**config.mk**
```make
export PLATFORM = sky130hd
export DESIGN_NAME = skew_feed_ctrl
export DESIGN_NICKNAME = d
export VERILOG_FILES = /design/src/rtl/skew_feed_ctrl.sv
export SDC_FILE = /design/constraint.sdc
export NUM_CORES = 1
export LEC_CHECK = 0
export BUFFER_PORTS_ARGS = -buffer_cell sky130_fd_sc_hd__buf_2
export CORE_ASPECT_RATIO = 2
export CORE_MARGIN = 2
export CORE_UTILIZATION = 39
export CTS_CLUSTER_SIZE = 28
export DETAILED_ROUTE_END_ITERATION = 12
export GPL_TIMING_DRIVEN = 1
export PLACE_DENSITY = 0.82
export REMOVE_ABC_BUFFERS = 1
export SLEW_MARGIN = 5
export SYNTH_ARGS = -nofsm -noshare
export SYNTH_HDL_FRONTEND = slang
export SYNTH_SLANG_ARGS = --single-unit
```
**constraint.sdc**
```tcl
create_clock -name clk_i -period 1.68 [get_ports clk_i]
set_clock_uncertainty 0.2 [all_clocks]
set_input_delay 0.084 -clock clk_i [delete_from_list [all_inputs] [get_ports clk_i]]
set_output_delay 0.084 -clock clk_i [all_outputs]
set_load 0.01 [all_outputs]
```
**src/rtl/skew_feed_ctrl.sv**
```systemverilog
// Tile sequencer for the per-lane skew chains in front of the systolic array.
// It accepts len_i vectors, drains rows_p-1 zero beats, then pulses done_o.
module skew_feed_ctrl #(
  parameter int rows_p  = 4,
  parameter int width_p = 8,
  parameter int len_w_p = 8
) (
  input  logic                        clk_i,
  input  logic                        reset_ni,
  input  logic                        start_i,
  input  logic [len_w_p-1:0]          len_i,
  input  logic                        valid_i,
  output logic                        ready_o,
  input  logic [rows_p*width_p-1:0]   data_i,
  output logic                        shift_en_o,
  output logic [rows_p*width_p-1:0]   shift_data_o,
  output logic [rows_p-1:0]           lane_valid_o,
  output logic                        busy_o,
  output logic                        done_o
);

  localparam int DW = $clog2(rows_p + 1);

  localparam logic [1:0] S_IDLE  = 2'd0;
  localparam logic [1:0] S_FEED  = 2'd1;
  localparam logic [1:0] S_DRAIN = 2'd2;
  localparam logic [1:0] S_DONE  = 2'd3;

  localparam logic [len_w_p-1:0] BEAT_ONE   = len_w_p'(1);
  localparam logic [DW-1:0]      DRAIN_ONE  = DW'(1);
  localparam logic [DW-1:0]      DRAIN_LOAD = DW'(rows_p - 1);

  logic [1:0]          r_state;
  logic [len_w_p-1:0]  r_beat;
  logic [DW-1:0]       r_drain;
  logic [rows_p-1:0]   r_vh;

  logic                w_feed;
  logic                w_drain;
  logic                w_accept;
  logic                w_shift_en;
  logic [rows_p-1:0]   w_vh_next;

  assign w_feed     = (r_state == S_FEED);
  assign w_drain    = (r_state == S_DRAIN);
  assign w_accept   = w_feed & valid_i;
  assign w_shift_en = w_accept | w_drain;

  assign ready_o      = w_feed;
  assign shift_en_o   = w_shift_en;
  assign shift_data_o = w_feed ? data_i : {(rows_p*width_p){1'b0}};
  assign lane_valid_o = r_vh;
  assign busy_o       = (r_state != S_IDLE);
  assign done_o       = (r_state == S_DONE);

  // Valid history mirrors the chains: lane 0 takes the new beat, lane i the previous lane.
  always_comb begin
    w_vh_next    = r_vh;
    w_vh_next[0] = w_feed;
    for (int i = 1; i < rows_p; i++) begin
      w_vh_next[i] = r_vh[i-1];
    end
  end

  // Tile sequencing: beat counter during FEED, drain counter during DRAIN.
  always_ff @(posedge clk_i or negedge reset_ni) begin
    if (!reset_ni) begin
      r_state <= S_IDLE;
      r_beat  <= {len_w_p{1'b0}};
      r_drain <= {DW{1'b0}};
    end else begin
      case (r_state)
        S_IDLE: begin
          if (start_i) begin
            if (len_i != {len_w_p{1'b0}}) begin
              r_beat  <= len_i;
              r_state <= S_FEED;
            end else begin
              r_state <= S_DONE;
            end
          end
        end
        S_FEED: begin
          if (valid_i) begin
            r_beat <= r_beat - BEAT_ONE;
            if (r_beat == BEAT_ONE) begin
              if (rows_p == 1) begin
                r_state <= S_DONE;
              end else begin
                r_drain <= DRAIN_LOAD;
                r_state <= S_DRAIN;
              end
            end
          end
        end
        S_DRAIN: begin
          r_drain <= r_drain - DRAIN_ONE;
          if (r_drain == DRAIN_ONE) begin
            r_state <= S_DONE;
          end
        end
        S_DONE: begin
          r_state <= S_IDLE;
        end
        default: begin
          r_state <= S_IDLE;
        end
      endcase
    end
  end

  // History clears once the tile is done so lane_valid_o idles at zero.
  always_ff @(posedge clk_i or negedge reset_ni) begin
    if (!reset_ni) begin
      r_vh <= {rows_p{1'b0}};
    end else if (r_state == S_DONE) begin
      r_vh <= {rows_p{1'b0}};
    end else if (w_shift_en) begin
      r_vh <= w_vh_next;
    end else begin
      r_vh <= r_vh;
    end
  end

endmodule

```
==> run_results.csv <==
group,metric,value,unit
yosys,ys_seq_area_share,31.4,%
global_routing,grt_max_degree,33,
layout,diodes,0,
clock_tree,cts-root-buf,"clkbuf_8",
yosys,synth_most_common_cell,"and2_1",
sta,finalSetupViolCount,46,
placed_design,dp_hpwl,3530,um
worst_setup_path,path_buf_inv,3,
yosys,netlist_instances,159,
worst_setup_path,critPathMaxFanout,3,
sta,slew_headroom,71.2,%
power,ir_drop,1.61,mV
yosys,synthDistinctLibCells,38,
yosys,synth_flop_cell,"dfrtp_1",
floorplan,num_io_pins,84,
drt,via_per_inst,6.01,
sta,rsz0062_at_grt,"true",
yosys,synth_seq_cells,17,
floorplan,die_h,87.4,um
job,maxCapViolations,0,
global_routing,antenna_found_initial,0,
clock_tree,cts.path.max_buffers,2,
layout,areaGrowthSynthToFinish,114,%
sta,worst_hold_slack,56.5,ps
power,power_density,2030,nW/um2
clock_tree,cts_htree_levels,1,
layout,drive_gt1_share,72.2,%
outcome,failed_checks,"setup timing",
sta,tightest_slew,431,ps
floorplan,die_area,3990,um2
floorplan,num_rows,30,
yosys,synth-async-reset-ratio,100,%
sta,fin_ws,-251,ps
global_routing,grt_pass1_wl,7220,um
placed_design,place_inst,302,
drt,wire_per_inst,21.4,um
yosys,synth_common_cells,"and2_1, dfrtp_1, inv_1, ha_1, nand2_1",
global_routing,met2_usage,50.1,%
sta,max_freq,518,MHz
floorplan,die_width,45.7,um
yosys,syn-cell-area,1360,um2
drt,drtAntennaViolNets,0,
layout,finalCoreUtilization,86.9,%
global_routing,grt-ovfl-total,0,
yosys,synth_edf_count,0,
clock_tree,insertion_delay,250,ps
worst_setup_path,slowest_stage,"dfrtp_1",
global_routing,grt_util_met3,3.73,%
drt,routed_wl,6920,um
worst_hold_path,hp-class,"input port to flip-flop",
worst_setup_path,critPathLaunchType,"flip-flop",
sta,hold_viol_final,0,
layout,nets,346,
worst_setup_path,cp_top_family,"flip-flops",
global_routing,track_usage,25.3,%
worst_setup_path,rrSetupSlack,-250,ps
drt,vias,1941,
worst_setup_path,cp_cell_sequence,"inv_2 > buf_6 > ha_4 > nor3b_4 > buf_4 > nand4_1 > o21ai_0 > a2bb2oi_1",
outcome,status,"complete, but fails checks",
worst_setup_path,critPathMaxStageDelay,420,ps
global_routing,gr-max-usage-layer,"met2",
placed_design,placed_area,2040,um2
clock_tree,cts_sinks,17,
yosys,synthTopCellsByArea,"dfrtp_1, and2_1, ha_1, inv_1, a2bb2oi_1",
sta,fin_crit,1930,ps
clock_tree,cts_tree,"yes",
power,finalPower,0.00590,W
drt,drc,0,
placed_design,gp_congestion,0.836,
layout,fillerInstances,148,
clock_tree,cts.clk_slew.worst_paths,70,ps
sta,drv_slew,0,
yosys,post_synth.cell_area_avg,8.52,um2
worst_setup_path,cp.arrival,1850,ps
worst_setup_path,crit_path_end_kind,"flip-flop",
worst_setup_path,crit_type,"flip-flop to flip-flop",
layout,fin_cells,323,
sta,fin_crit_sh,115,%
yosys,synth.top_cell.area_share,31.4,%
yosys,synth_area_leader_cell,"dfrtp_1",
global_routing,grt_pass1_vias,1665,
drt,drtIter0Drc,68,
placed_design,numPortBuffers,83,
worst_setup_path,cp.required,1600,ps
power,p_leak,1.40,nW
clock_tree,cts_buffers,3,
global_routing,use_met1,21.5,%
drt,dr.pass1.iters,4,
yosys,yosys_warnings,0,
layout,final_area,2900,um2
floorplan,core-area,3340,um2
floorplan,initial_core_util,40.6,%
[cell type report]
cell class                      count  area, um2  area share, %
Clock buffer                        4       45.0           1.55
Inverter                           13       53.8           1.85
Multi-Input combinational cell    122       1190           40.9
Sequential cell                    17        428           14.7
Tap cell                           32       40.0           1.38
Timing Repair Buffer              135       1150           39.6
[per-stage QoR]
stage,setup TNS [ps],setup slack [ps]
after floorplan,-21800,-805
after global placement,-531,-131
after detailed placement,-1060,-172
after CTS,-268,-64.3
after global routing,-5180,-256
final,-2970,-251
[where the power goes]
part	internal [W]	switching [W]
sequential	0.000612	0.000222
combinational	0.00260	0.00214
clock	0.000169	0.000155
[state kept, by name, summed over array words and instances, names as in the netlist]
| register | count |
|---|---|
| r_state | 2 |
| r_beat | 8 |
| lane_valid_o | 4 |
| r_drain | 3 |
[kinds of logic (layout without fill, tap and decap cells)]
group	count (synthesis)	in the layout	share of synthesized area (%)
simple gates	72	72	30.5
flops	17	17	31.4
buf+inv	20	152	5.82
compound gates	36	36	19.8
fa+ha+maj	10	10	9.23
mux	4	4	3.32
[tightest hold or removal path: stages]
cell       delay [ps]
buf_2              90
buf_4             110
a221oi_2           70
o2bb2ai_2         120
[layout by cell type, fill, tap and decap left out, types with 4 or more instances in the layout]
cell type	synthesis	layout
dfrtp_1	17	15
inv_1	12	6
and2_4	0	30
buf_2	0	51
ha_1	10	4
a221oi_2	0	4
buf_4	1	30
dlygate4sd3_1	0	5
a21oi_1	8	5
buf_6	0	42
nor2_1	9	8
inv_2	1	5
ha_4	0	5
buf_12	0	4
nand2_1	10	10
[path summary, 6_finish.rpt]
| path | startpoint | depth (start not counted) | endpoint |
|---|---|---|---|
| setup / recovery | r_beat[1]$_DFFE_PN0P_ | 8 | r_beat[6]$_DFFE_PN0P_ |
| hold / removal | len_i[0] | 4 | r_beat[0]$_DFFE_PN0P_ |
| setup reg to reg | r_beat[1]$_DFFE_PN0P_ | 8 | r_beat[6]$_DFFE_PN0P_ |
| hold reg to reg | r_beat[7]$_DFFE_PN0P_ | 1 | r_beat[7]$_DFFE_PN0P_ |
| max in group asynchronous | reset_ni | 2 | r_beat[0]$_DFFE_PN0P_ |
| min in group asynchronous | reset_ni | 2 | lane_valid_o[0]$_DFFE_PN0P_ |
[per-layer routing]
layer | wire (um) | part of all wire [%] | vias to the layer above
met5 | 0 | 0 | -
met4 | 372 | 5.4 | 0
met3 | 553 | 8.0 | 34
met2 | 3830 | 55 | 149
met1 | 2170 | 31 | 929
li1 | - | - | 829
[what timing repair did]
item                                    CTS  global route
pin swaps                                13            11
endpoints found under the hold margin    21             0
setup buffers                             5             6
hold buffers                              5             0
endpoints found under the setup margin   48            48
resized for setup                        37            96
gates cloned                              0             3
Power figures use the tool's default switching activity.
